==> src/rtl/iram_fifo_pkg.sv <==
// Shared definitions for the BRAM-backed valid/ready FIFO controller.
//  - state_t     : controller FSM states (RUN, FLUSH)
//  - IRAM_DW/AW  : default data and address widths of the BRAM
//  - occ_width() : width of occupancy counters (AW+1, counts 0..DEPTH+2)
package iram_fifo_pkg;

    typedef enum logic {
        RUN   = 1'b0,
        FLUSH = 1'b1
    } state_t;

    localparam int IRAM_DW = 85;
    localparam int IRAM_AW = 6;

    function automatic int occ_width(input int aw);
        return aw + 1;
    endfunction

endpackage

==> src/rtl/iram_fifo_obuf.sv <==
// Two-entry registered output buffer that sits behind the BRAM read port.
// Ports:
//  clk, reset   : clock, synchronous active-high reset
//  clear        : synchronous discard of both entries
//  push         : load push_data (caller guarantees a free slot, counting a same-cycle pop)
//  push_data    : word arriving from the BRAM read port
//  pop          : remove the head entry (caller guarantees cnt > 0)
//  cnt          : number of valid entries (0..2)
//  head         : oldest entry, driven straight from a register
module iram_fifo_obuf
    import iram_fifo_pkg::*;
#(
    parameter int DW = IRAM_DW
) (
    input  logic          clk,
    input  logic          reset,
    input  logic          clear,
    input  logic          push,
    input  logic [DW-1:0] push_data,
    input  logic          pop,
    output logic [1:0]    cnt,
    output logic [DW-1:0] head
);

    logic [DW-1:0] tail;

    // Shift-register organisation: head is always entry 0, so the
    // consumer-facing data never passes through a read mux.
    always_ff @(posedge clk) begin
        if (reset || clear) begin
            cnt  <= '0;
            head <= '0;
            tail <= '0;
        end else begin
            case ({push, pop})
                2'b10: begin
                    if (cnt == 2'd0) head <= push_data;
                    else             tail <= push_data;
                    cnt <= cnt + 2'd1;
                end
                2'b01: begin
                    head <= tail;
                    cnt  <= cnt - 2'd1;
                end
                2'b11: begin
                    if (cnt == 2'd1) begin
                        head <= push_data;
                    end else begin
                        head <= tail;
                        tail <= push_data;
                    end
                end
                default: ;
            endcase
        end
    end

endmodule

==> src/rtl/iram_fifo_ctl.sv <==
// Sequencing controller that turns an external 1R1W single-clock BRAM
// (1-cycle registered read) into a valid/ready FIFO with registered rd_data.
// Ports:
//  clk, reset            : clock, synchronous active-high reset
//  flush                 : synchronous discard of all contents
//  wr_valid/wr_ready/wr_data : producer side
//  rd_valid/rd_ready/rd_data : consumer side (rd_data registered)
//  count                 : total occupancy (BRAM + in-flight read + output buffer)
//  almost_full           : count >= AFULL_THRESH
//  ram_ena/wea/addra/dia : BRAM write port
//  ram_enb/addrb/dob     : BRAM read port (dob valid the cycle after enb)
// Optional feature (macro IRAM_FIFO_HWM_EN):
//  hwm                   : highest count seen since reset or flush
//  ovf_err               : sticky, write attempted while full with no drain
module iram_fifo_ctl
    import iram_fifo_pkg::*;
#(
    parameter int DW           = IRAM_DW,
    parameter int AW           = IRAM_AW,
    parameter int DEPTH        = 2 ** AW,
    parameter int AFULL_THRESH = 56
) (
    input  logic          clk,
    input  logic          reset,
    input  logic          flush,
    input  logic          wr_valid,
    output logic          wr_ready,
    input  logic [DW-1:0] wr_data,
    output logic          rd_valid,
    input  logic          rd_ready,
    output logic [DW-1:0] rd_data,
    output logic [AW:0]   count,
    output logic          almost_full,
    output logic          ram_ena,
    output logic          ram_wea,
    output logic [AW-1:0] ram_addra,
    output logic [DW-1:0] ram_dia,
    output logic          ram_enb,
    output logic [AW-1:0] ram_addrb,
    input  logic [DW-1:0] ram_dob
`ifdef IRAM_FIFO_HWM_EN
    ,
    output logic [AW:0]   hwm,
    output logic          ovf_err
`endif
);

    localparam int CW = occ_width(AW);
    localparam logic [CW-1:0] DEPTH_C = CW'(DEPTH);
    localparam logic [CW-1:0] AFULL_C = CW'(AFULL_THRESH);

    state_t        state_q, state_d;
    logic [AW-1:0] wr_ptr, rd_ptr;
    logic [CW-1:0] ram_cnt;
    logic          inflight;
    logic [1:0]    obuf_cnt;
    logic          accept, issue, pop;

    assign rd_valid = (obuf_cnt != 2'd0);
    assign pop      = rd_valid && rd_ready;

    always_comb begin
        state_d  = state_q;
        wr_ready = 1'b0;
        accept   = 1'b0;
        issue    = 1'b0;
        case (state_q)
            RUN: begin
                wr_ready = (ram_cnt < DEPTH_C);
                // A write offered together with flush is discarded.
                accept   = wr_valid && wr_ready && !flush;
                // Issue only if the word will have a buffer slot when it lands;
                // a same-cycle pop frees one, keeping 1 word/cycle streaming.
                issue    = (ram_cnt != '0) && !flush &&
                           (({1'b0, obuf_cnt} + {2'b00, inflight}) < (3'd2 + {2'b00, pop}));
                if (flush) state_d = FLUSH;
            end
            FLUSH:   state_d = RUN;
            default: state_d = RUN;
        endcase
    end

    always_ff @(posedge clk) begin
        if (reset) begin
            state_q  <= RUN;
            wr_ptr   <= '0;
            rd_ptr   <= '0;
            ram_cnt  <= '0;
            inflight <= 1'b0;
        end else begin
            state_q <= state_d;
            if (flush) begin
                // Clearing inflight drops any read still returning from the BRAM.
                wr_ptr   <= '0;
                rd_ptr   <= '0;
                ram_cnt  <= '0;
                inflight <= 1'b0;
            end else begin
                if (accept) wr_ptr <= wr_ptr + 1'b1;
                if (issue)  rd_ptr <= rd_ptr + 1'b1;
                inflight <= issue;
                if (accept && !issue)      ram_cnt <= ram_cnt + 1'b1;
                else if (!accept && issue) ram_cnt <= ram_cnt - 1'b1;
            end
        end
    end

    iram_fifo_obuf #(.DW(DW)) u_obuf (
        .clk       (clk),
        .reset     (reset),
        .clear     (flush),
        .push      (inflight),
        .push_data (ram_dob),
        .pop       (pop),
        .cnt       (obuf_cnt),
        .head      (rd_data)
    );

    assign count       = ram_cnt + CW'(inflight) + CW'(obuf_cnt);
    assign almost_full = (count >= AFULL_C);

    assign ram_ena   = accept;
    assign ram_wea   = accept;
    assign ram_addra = wr_ptr;
    assign ram_dia   = accept ? wr_data : '0;
    assign ram_enb   = issue;
    assign ram_addrb = rd_ptr;

`ifdef IRAM_FIFO_HWM_EN
    always_ff @(posedge clk) begin
        if (reset) begin
            hwm     <= '0;
            ovf_err <= 1'b0;
        end else begin
            if (flush)            hwm <= '0;
            else if (count > hwm) hwm <= count;
            if (state_q == RUN && wr_valid && !wr_ready && ram_cnt == DEPTH_C && !pop && !issue)
                ovf_err <= 1'b1;
        end
    end
`endif

endmodule
==> config.mk <==
export PLATFORM = sky130hd
export DESIGN_NAME = iram_fifo_ctl
export DESIGN_NICKNAME = d
export VERILOG_FILES = /design/src/rtl/iram_fifo_pkg.sv /design/src/rtl/iram_fifo_obuf.sv /design/src/rtl/iram_fifo_ctl.sv
export SDC_FILE = /design/constraint.sdc
export NUM_CORES = 1
export LEC_CHECK = 0
export ABC_AREA = 0
export BUFFER_PORTS_ARGS = -buffer_cell sky130_fd_sc_hd__buf_4
export CORE_MARGIN = 5
export CORE_UTILIZATION = 53
export DETAILED_ROUTE_END_ITERATION = 6
export PLACE_DENSITY = 0.94
export REMOVE_ABC_BUFFERS = 1
export SLEW_MARGIN = 10
export SYNTH_ARGS = -nofsm -noshare
export SYNTH_HDL_FRONTEND = slang
export SYNTH_HIERARCHICAL = 1
export SYNTH_SLANG_ARGS = --single-unit
==> constraint.sdc <==
create_clock -name clk -period 4.8 [get_ports clk]
set_input_delay 0.48 -clock clk [delete_from_list [all_inputs] [get_ports clk]]
set_output_delay 0.48 -clock clk [all_outputs]
set_load 0.02 [all_outputs]
==> results of run 1 <==
routing by layer:
layer	GRT usage (%)	vias to the layer above
li1	-	4808
met3	8.07	92
met1	40.7	4944
met2	51.4	733
met4	10.5	0
met5	0	-
flip-flops by register name, indices dropped and copies added, names as in the netlist:
signal,flops
inflight,1
ram_addra,6
ram_addrb,6
ram_cnt,7
state_q,1
u_obuf/cnt,2
u_obuf/head,85
u_obuf/tail,85
power breakdown:
| group | total [mW] | leakage (nW) | internal [mW] | switching [mW] |
|---|---|---|---|---|
| Combinational | 1.05 | 3.26 | 0.421 | 0.629 |
| Sequential | 1.72 | 1.56 | 1.66 | 0.0597 |
| Clock | 1.47 | 0.303 | 0.725 | 0.744 |
cell families after synthesis:
group	share of synthesized area [%]
AO/OA/AOI/OAI	29.6
AND/OR/NAND/NOR	18.9
flip-flops	40.5
buffers and inverters	6.28
adder cells (fa/ha/maj)	2.99
XOR/XNOR	1.38
multiplexers	0.315
cells in the final DEF (no fill, tap or decap), types with 4 or more instances in the layout:
cell,Yosys,final
ha_1,18,17
and2_1,87,86
nor2_1,19,18
o21ai_1,20,20
xnor2_1,8,8
a311oi_1,69,69
o21ai_0,156,156
a311oi_2,17,17
nand4_1,5,5
or3_1,5,5
clkinv_8,0,4
a211oi_1,4,4
xor2_1,7,7
inv_8,0,4
inv_1,8,7
buf_4,3,378
dfxtp_1,193,193
a21oi_1,178,178
nand3_1,176,176
nand2_1,8,8
clkbuf_16,0,17
layout make-up:
type	instances	area (um^2)
multi-input combinational	827	5120
fill	1324	5040
sequential	193	3860
timing repair buffer	380	2880
clock buffer	17	425
tap	229	287
clock inverter	15	198
inverter	9	33.8
worst max path at each step:
stage,end,slack (ps)
2_1_floorplan,u_obuf/head[16]$_SDFFE_PP0P_,50
3_3_place_gp,ram_cnt[5]$_SDFFE_PP0P_,1490
3_5_place_dp,ram_cnt[5]$_SDFFE_PP0P_,1430
4_1_cts,ram_cnt[5]$_SDFFE_PP0P_,1440
5_1_grt,ram_cnt[6]$_SDFFE_PP0P_,1210
6_report,ram_cnt[5]$_SDFFE_PP0P_,1430
per-stage QoR:
step                      worst slack, ps  power, mW
after floorplan                      50.6       2.34
after CTS                            1440       4.24
after global routing                 1210       4.40
after global placement               1490       2.77
after detailed placement             1430       2.79
final                                1430       4.24
==> out/qor.yml, run 1 <==
place_area_um2: 12200
synth-seq-area-share_pct: 40.5
min_path_type: "in2reg"
synth_top_area_share_pct: 40.5
start_util_pct: 53.5
post-route-min-period_ps: 3370
critical_path_class: "reg2reg"
drtPass1Iterations: 6
die_h_um: 144
synth-main-ff-cell: "dfxtp_1"
yosys_warnings: 6
crit_required_ps: 5110
power_density_nw_per_um2: 331
worstSetupStartpoint: "ram_cnt[1]$_SDFFE_PP0P_"
drc: 0
port_buffers: 369
synth_cell_types: 54
track_usage_pct: 31.4
ctsHoldBuffers: 0
status: "completed"
ant_nets: 0
coreArea_um2: 17800
clkLatencyLatePin_ps: 430
ys_ff_latch: 193
gp_congestion: 0.948
slowest_delay_ps: 590
hold_ws_ps: 244
routedWlPerCell_um: 21.0
cp-start-kind: "flop"
antenna_found_initial: 1
holdPathEnd: "state_q$_SDFF_PP0_"
numCtsBuffers: 17
fin_area_um2: 12800
post-cts-setup-buffers: 0
async_reset_ff_share_pct: 0
relSlewSlack_pct: 21.9
worstRegToRegCells: 10
synth_most_common_cell: "dfxtp_1"
wl_um: 35000
cts-root-buf: "clkbuf_16"
io_pins: 370
wl_met2_um: 16400
r2r_slack_ps: 1430
grt_pass1_vias: 9834
area_growth_pct: 34.3
viasPerCell: 6.33
finalNonFillerCells: 1670
final_max_slew_viol_count: 0
first_iter_violations: 1417
n_antenna_cell: 0
wl_met1_um: 13200
grt_max_degree: 92
r2r_end: "ram_cnt[5]$_SDFFE_PP0P_"
r2r-start: "ram_cnt[1]$_SDFFE_PP0P_"
fmax_ghz: 0.296
post-route-period-util_pct: 70.3
fin_tns_setup_ps: 0
vias: 10600
setup_viol: 0
hold_depth: 2
rsz0062_at_grt: "no"
endpoint_kind: "flop"
crit_slowest_cell: "or4_4"
grt.overflow.total: 0
grt_pass1_wl_um: 52500
vdd_drop_max_uv: 256
path_max_fanout: 6
synth_area_leaders: "dfxtp_1, a21oi_1, nand3_1"
maxCapViolCount: 0
worst_slew_pin_slew_ps: 1170
leakage_nw: 5.12
syn_area_per_cell_um2: 8.19
final_hold_viol_count: 0
cp_num_cells: 10
synth_cells: 1164
fin_skew_ps: 13.3
drive_gt1_share_pct: 31.6
route.met3.wl_um: 4210
dp.cells: 1638
die_area_um2: 20800
highest-signal-layer: "met4"
crit_arrival_ps: 3680
ctsResizeCount: 0
path_cells: "or4_4 > o41a_4 > nand2_4 > ha_1 > inv_1 > ha_1 > a21o_1 > a211oi_1 > nor3_1 > or3b_2"
worst-path-buf-inv: 1
cts.sinks: 193
critPathTopFamily: "simple AND/OR/NAND/NOR gates"
synth_edf_count: 0
tritoncts: "yes"
syn_area_um2: 9540
ys_top_cells_by_count: "dfxtp_1, a21oi_1, nand3_1"
yosysTopAreaCell: "dfxtp_1"
clock_path_buffers: 2
cp_common_cell: "ha_1"
die-width_um: 144
rows: 49
clk_pin_slew_ps: 80
hp-start: "reset"
dp_hpwl_um: 22800
final_core_util_pct: 71.8
htreeDepth: 4
nets: 1624
Power figures use the tool's default switching activity.
==> run 2, diff against run 1 <==
--- a/config.mk
+++ b/config.mk
@@ -7,10 +7,11 @@
 export LEC_CHECK = 0
 export ABC_AREA = 0
 export BUFFER_PORTS_ARGS = -buffer_cell sky130_fd_sc_hd__buf_4
+export CORE_ASPECT_RATIO = 1.25
 export CORE_MARGIN = 5
-export CORE_UTILIZATION = 53
+export CORE_UTILIZATION = 45
 export DETAILED_ROUTE_END_ITERATION = 6
-export PLACE_DENSITY = 0.94
+export PLACE_DENSITY = 0.86
 export REMOVE_ABC_BUFFERS = 1
 export SLEW_MARGIN = 10
 export SYNTH_ARGS = -nofsm -noshare
==> constraint.sdc (replaced) <==
create_clock -name clk -period 2.9 [get_ports clk]
set_input_delay 0.29 -clock clk [delete_from_list [all_inputs] [get_ports clk]]
set_output_delay 0.29 -clock clk [all_outputs]
set_load 0.02 [all_outputs]
==> run 2 against run 1 <==
Net effect: the flow now finishes with violations (setup timing); worst setup slack got worse by 1400 ps; core utilization fell by 8.1 points; sequential share of layout area fell by 1.0 points; clock skew barely moved; critical path depth rose by 1; clock-buffer cell count rose by 1; sequential power rose by 64%; clock power rose by 60%; die area rose by 17%; register-to-register slack got worse by 1400 ps; critical path type unchanged.
==> out/qor.yml, run 2 (synthesis results as in run 1) <==
status: "complete, but fails checks"
violations: "setup timing"
power_density_nw_per_um2: 542
coreArea_um2: 20800
track_usage_pct: 31.2
clk_pin_slew_ps: 80
met2_usage_pct: 52.3
grt_max_degree: 92
critical_path_class: "reg2reg"
drive_gt1_share_pct: 33.8
drc: 0
r2r_end: "ram_cnt[6]$_SDFFE_PP0P_"
setup_viol: 1
rows: 59
worst_slew_pin_slew_ps: 1180
grt.overflow.total: 0
tritoncts: "yes"
crit_required_ps: 3270
min_path_type: "in2reg"
r2r-start: "ram_cnt[4]$_SDFFE_PP0P_"
wl_um: 40200
routedWlPerCell_um: 23.0
met3_usage_pct: 11.3
multi_input_area_um2: 5210
die_h_um: 173
die-width_um: 140
dp_hpwl_um: 27200
path_max_fanout: 5
seq_area_um2: 3860
final_cell_mix: "buf_4, dfxtp_1, a21oi_1, nand3_1, o21ai_0"
die_area_um2: 24200
post-route-period-util_pct: 101
first_iter_violations: 1174
area_growth_pct: 39.0
port_buffers: 369
antenna_found_initial: 10
numCtsBuffers: 17
timing.final.ws_setup_ps: -14.5
busiest_layer: "met2"
htreeDepth: 4
fin_skew_ps: 13.4
vdd_drop_max_uv: 397
grt_pass1_vias: 10400
cts.sinks: 193
worstRegToRegCells: 11
vias: 10900
grtUsageMet1_pct: 37.3
gp_congestion: 0.917
start_util_pct: 45.8
cts-root-buf: "clkbuf_16"
maxCapViolCount: 0
io_pins: 370
final_hold_viol_count: 0
final_max_slew_viol_count: 0
clkLatencyLatePin_ps: 440
drtPass1Iterations: 7
largest_registers: "u_obuf/head: 85 flops, u_obuf/tail: 85 flops, ram_cnt: 7 flops"
endpoint_kind: "flop"
grt_pass1_wl_um: 60700
cp-start-kind: "flop"
worstSetupStartpoint: "ram_cnt[4]$_SDFFE_PP0P_"
crit_arrival_ps: 3280
final_core_util_pct: 63.7
fmax_ghz: 0.343
relSlewSlack_pct: 21.1
post-route-min-period_ps: 2910
clock_path_buffers: 2
viasPerCell: 6.20
power_mw: 7.18
nets: 1655
fill_cells: 1763
ant_nets: 0
rsz0062_at_grt: "yes"
leakage_nw: 5.29
final_common_cell: "buf_4"
crit_end: "ram_cnt[6]$_SDFFE_PP0P_"
r2r_slack_ps: -10
[run 2: worst min path at each step]
stage / from / slack, ps / cells past startpoint / to
after floorplan: reset / 370 / 1 / state_q$_SDFF_PP0_
after global placement: u_obuf/tail[77]$_SDFFE_PP0P_ / 460 / 2 / u_obuf/tail[77]$_SDFFE_PP0P_
after detailed placement: u_obuf/tail[76]$_SDFFE_PP0P_ / 460 / 2 / u_obuf/tail[76]$_SDFFE_PP0P_
after CTS: reset / 50 / 2 / state_q$_SDFF_PP0_
after global routing: reset / 60 / 2 / state_q$_SDFF_PP0_
final: reset / 70 / 2 / state_q$_SDFF_PP0_
[run 2: metal layers]
layer / share of wire (%) / vias up
li1: - / 4879
met1: 36 / 5187
met2: 49 / 712
met3: 13 / 72
met4: 2.8 / 2
met5: 0.027 / -
[run 2: layout make-up]
class	instances	share of cell area (%)
repair buffers	411	24.1
inverters	9	0.274
clock inverters	14	1.23
flip-flops and latches	193	29.1
clock buffers	18	3.24
diodes	4	0.0755
multi-input cells	827	39.3
well taps	274	2.59
[run 2: metrics by stage]
| stage | worst slack (ps) | setup TNS [ps] | hold WS, ps | std cells | cell area, um^2 |
|---|---|---|---|---|---|
| 4_1_cts | 0.650 | 0 | 46.1 | 1744 | 13200 |
| 3_5_place_dp | -113 | -305 | 463 | 1712 | 12500 |
| 5_1_grt | -81.0 | -169 | 56.0 | 1749 | 13300 |
| 6_report | -14.5 | -14.5 | 68.0 | 1750 | 13300 |
| 3_3_place_gp | -101 | -191 | 456 | 1712 | 12500 |
| 2_1_floorplan | -1850 | -310830 | 366 | 1029 | 8970 |
[run 2: what timing repair did]
| action | 4_1_cts | 5_1_grt |
|---|---|---|
| gates resized for setup | 9 | 11 |
| endpoints found under the hold margin | 0 | 0 |
| setup buffers | 0 | 2 |
| hold buffers | 0 | 0 |
| pin swaps | 1 | 13 |
| endpoints found under the setup margin | 4 | 4 |
[run 2: worst max-delay path: stages, from the launching register on]
cell and delay (ps):
dfxtp_1 320, or4_4 540, o41a_4 460, nand2_4 80
ha_4 160, inv_4 50, buf_6 130, ha_4 280
nand3b_1 70, or3_1 400, a31o_2 250, a21oi_2 120
[run 2: where the power goes]
part | switching [mW] | internal [mW]
combinational | 1.17 | 0.847
clock | 1.18 | 1.16
sequential | 0.0663 | 2.75
total | 2.42 | 4.76
==> run 3, diff against run 2 <==
--- a/config.mk
+++ b/config.mk
@@ -7,11 +7,13 @@
 export LEC_CHECK = 0
 export ABC_AREA = 0
 export BUFFER_PORTS_ARGS = -buffer_cell sky130_fd_sc_hd__buf_4
+export CELL_PAD_IN_SITES_DETAIL_PLACEMENT = 1
+export CELL_PAD_IN_SITES_GLOBAL_PLACEMENT = 1
 export CORE_ASPECT_RATIO = 1.25
 export CORE_MARGIN = 5
-export CORE_UTILIZATION = 45
+export CORE_UTILIZATION = 32
 export DETAILED_ROUTE_END_ITERATION = 6
-export PLACE_DENSITY = 0.86
+export PLACE_DENSITY = 0.85
 export REMOVE_ABC_BUFFERS = 1
 export SLEW_MARGIN = 10
 export SYNTH_ARGS = -nofsm -noshare
==> constraint.sdc (replaced) <==
create_clock -name clk -period 2.9 [get_ports clk]
set_input_delay 0.29 -clock clk [delete_from_list [all_inputs] [get_ports clk]]
set_output_delay 0.29 -clock clk [all_outputs]
set_load 0.1 [all_outputs]
==> run 3 against run 2 <==
Net effect: worst hold slack got worse by 4.8 ps; routed wire length increased by 17%; largest cell class unchanged; flip-flop and latch count unchanged; cell area increased by 2.9%; worst setup slack got worse by 49 ps; non-clock buffer count increased by 16; the flow still finishes with violations (setup timing); sequential power about the same.
==> out/qor.yml, run 3 (synthesis results as in run 1) <==
maxCapViolCount: 0
cp-start-kind: "flop"
final_hold_viol_count: 0
rsz0062_at_grt: "yes"
coreArea_um2: 29300
cts.sinks: 193
fin_tns_setup_ps: -132
rows: 70
power_density_nw_per_um2: 615
drc: 0
numCtsBuffers: 17
leakage_nw: 5.41
final_max_slew_viol_count: 0
final_cell_mix: "buf_4, dfxtp_1, a21oi_1, nand3_1, o21ai_0"
dp.cells: 1845
crit_required_ps: 3270
area_growth_pct: 43.0
antenna_found_initial: 11
wl_um: 46900
grt_max_degree: 92
grt.overflow.total: 0
ant_nets: 0
status: "complete, but fails checks"
grt_pass1_wl_um: 68600
clkLatencyLatePin_ps: 450
crit_arrival_ps: 3330
gp_congestion: 0.912
drive_gt1_share_pct: 34.8
fmax_ghz: 0.337
die_h_um: 203
critical_path_class: "reg2reg"
post-route-min-period_ps: 2960
violations: "setup timing"
ctsHoldBuffers: 0
endpoint_kind: "flop"
grt_pass1_vias: 11300
nets: 1672
vdd_drop_max_uv: 443
worst_slew_pin_slew_ps: 826
vias: 10800
min_path_type: "in2reg"
power_mw: 8.39
port_buffers: 369
start_util_pct: 32.5
htreeDepth: 4
hold_ws_ps: 63.2
dp_slack_ps: -230
final_core_util_pct: 46.5
track_usage_pct: 26.7
dp_hpwl_um: 33000
path_max_fanout: 6
largest_registers: "u_obuf/head: 85 flops, u_obuf/tail: 85 flops, ram_cnt: 7 flops"
routedWlPerCell_um: 24.8
io_pins: 370
setup_viol: 3
die_area_um2: 33400
cts-root-buf: "clkbuf_16"
fill_cells: 3478
clock_path_buffers: 2
viasPerCell: 5.74
tritoncts: "yes"
timing.final.ws_setup_ps: -63.1
die-width_um: 164
first_iter_violations: 852
finalNonFillerCells: 1888
drtPass1Iterations: 5
relSlewSlack_pct: 44.9
fin_skew_ps: 10.7
post-route-period-util_pct: 102
clk_pin_slew_ps: 70
place_area_um2: 12800
final_common_cell: "buf_4"
fin_area_um2: 13600
[run 3: cell types whose count changed in the layout (fill, tap and decap cells not counted), sizes merged]
cell	before	now
buf	411	426
inv	16	11
clkinvlp	0	1
and2	87	88
bufinv	0	3
clkbuf	18	19
[run 3: cell type report]
class	count	area (um^2)	area share (%)
clock inverters	13	160	1.17
flip-flops and latches	193	3860	28.3
repair buffers	427	3380	24.8
inverters	9	42.5	0.312
diodes	4	10.0	0.0734
multi-input cells	828	5250	38.5
well taps	396	495	3.63
clock buffers	18	439	3.22
[run 3: layer usage]
layer	up-vias	share of wire (%)	GRT usage, %
li1	4905	-	-
met1	5398	40	32.6
met2	468	48	44.2
met3	55	9.2	8.99
met4	14	2.8	8.29
met5	-	0.17	0
[run 3: worst paths after layout]
| check | startpoint | to | slack (ps) | cells past startpoint |
|---|---|---|---|---|
| worst min register to register | u_obuf/tail[36]$_SDFFE_PP0P_ | u_obuf/tail[36]$_SDFFE_PP0P_ | 480 | 2 |
| worst max-delay path | ram_cnt[4]$_SDFFE_PP0P_ | ram_cnt[4]$_SDFFE_PP0P_ | -60 | 11 |
| worst min-delay path | reset | state_q$_SDFF_PP0_ | 60 | 2 |
| worst max register to register | ram_cnt[4]$_SDFFE_PP0P_ | ram_cnt[4]$_SDFFE_PP0P_ | -60 | 11 |
[run 3: report_power, final]
| group | internal [mW] | leakage (nW) | total (mW) | switching (mW) |
|---|---|---|---|---|
| clock network | 1.38 | 0.298 | 2.49 | 1.11 |
| registers | 2.75 | 1.56 | 2.82 | 0.0673 |
| logic | 0.905 | 3.56 | 3.08 | 2.18 |
[run 3: timing repair]
action / CTS / global route
setup buffers: 1 / 6
resized for setup: 15 / 16
endpoints found under the setup margin: 5 / 88
pin swaps: 3 / 11
gates cloned: 0 / 1
[run 3: worst max-delay path, stage by stage (launching register included)]
cell      delay, ps
dfxtp_2         320
or4_4           550
o41a_4          460
nand2_4          80
ha_4            170
inv_8            50
fa_2            360
a211oi_2        250
buf_4           160
nor2_2           40
or3_1           310
a21oi_1         130
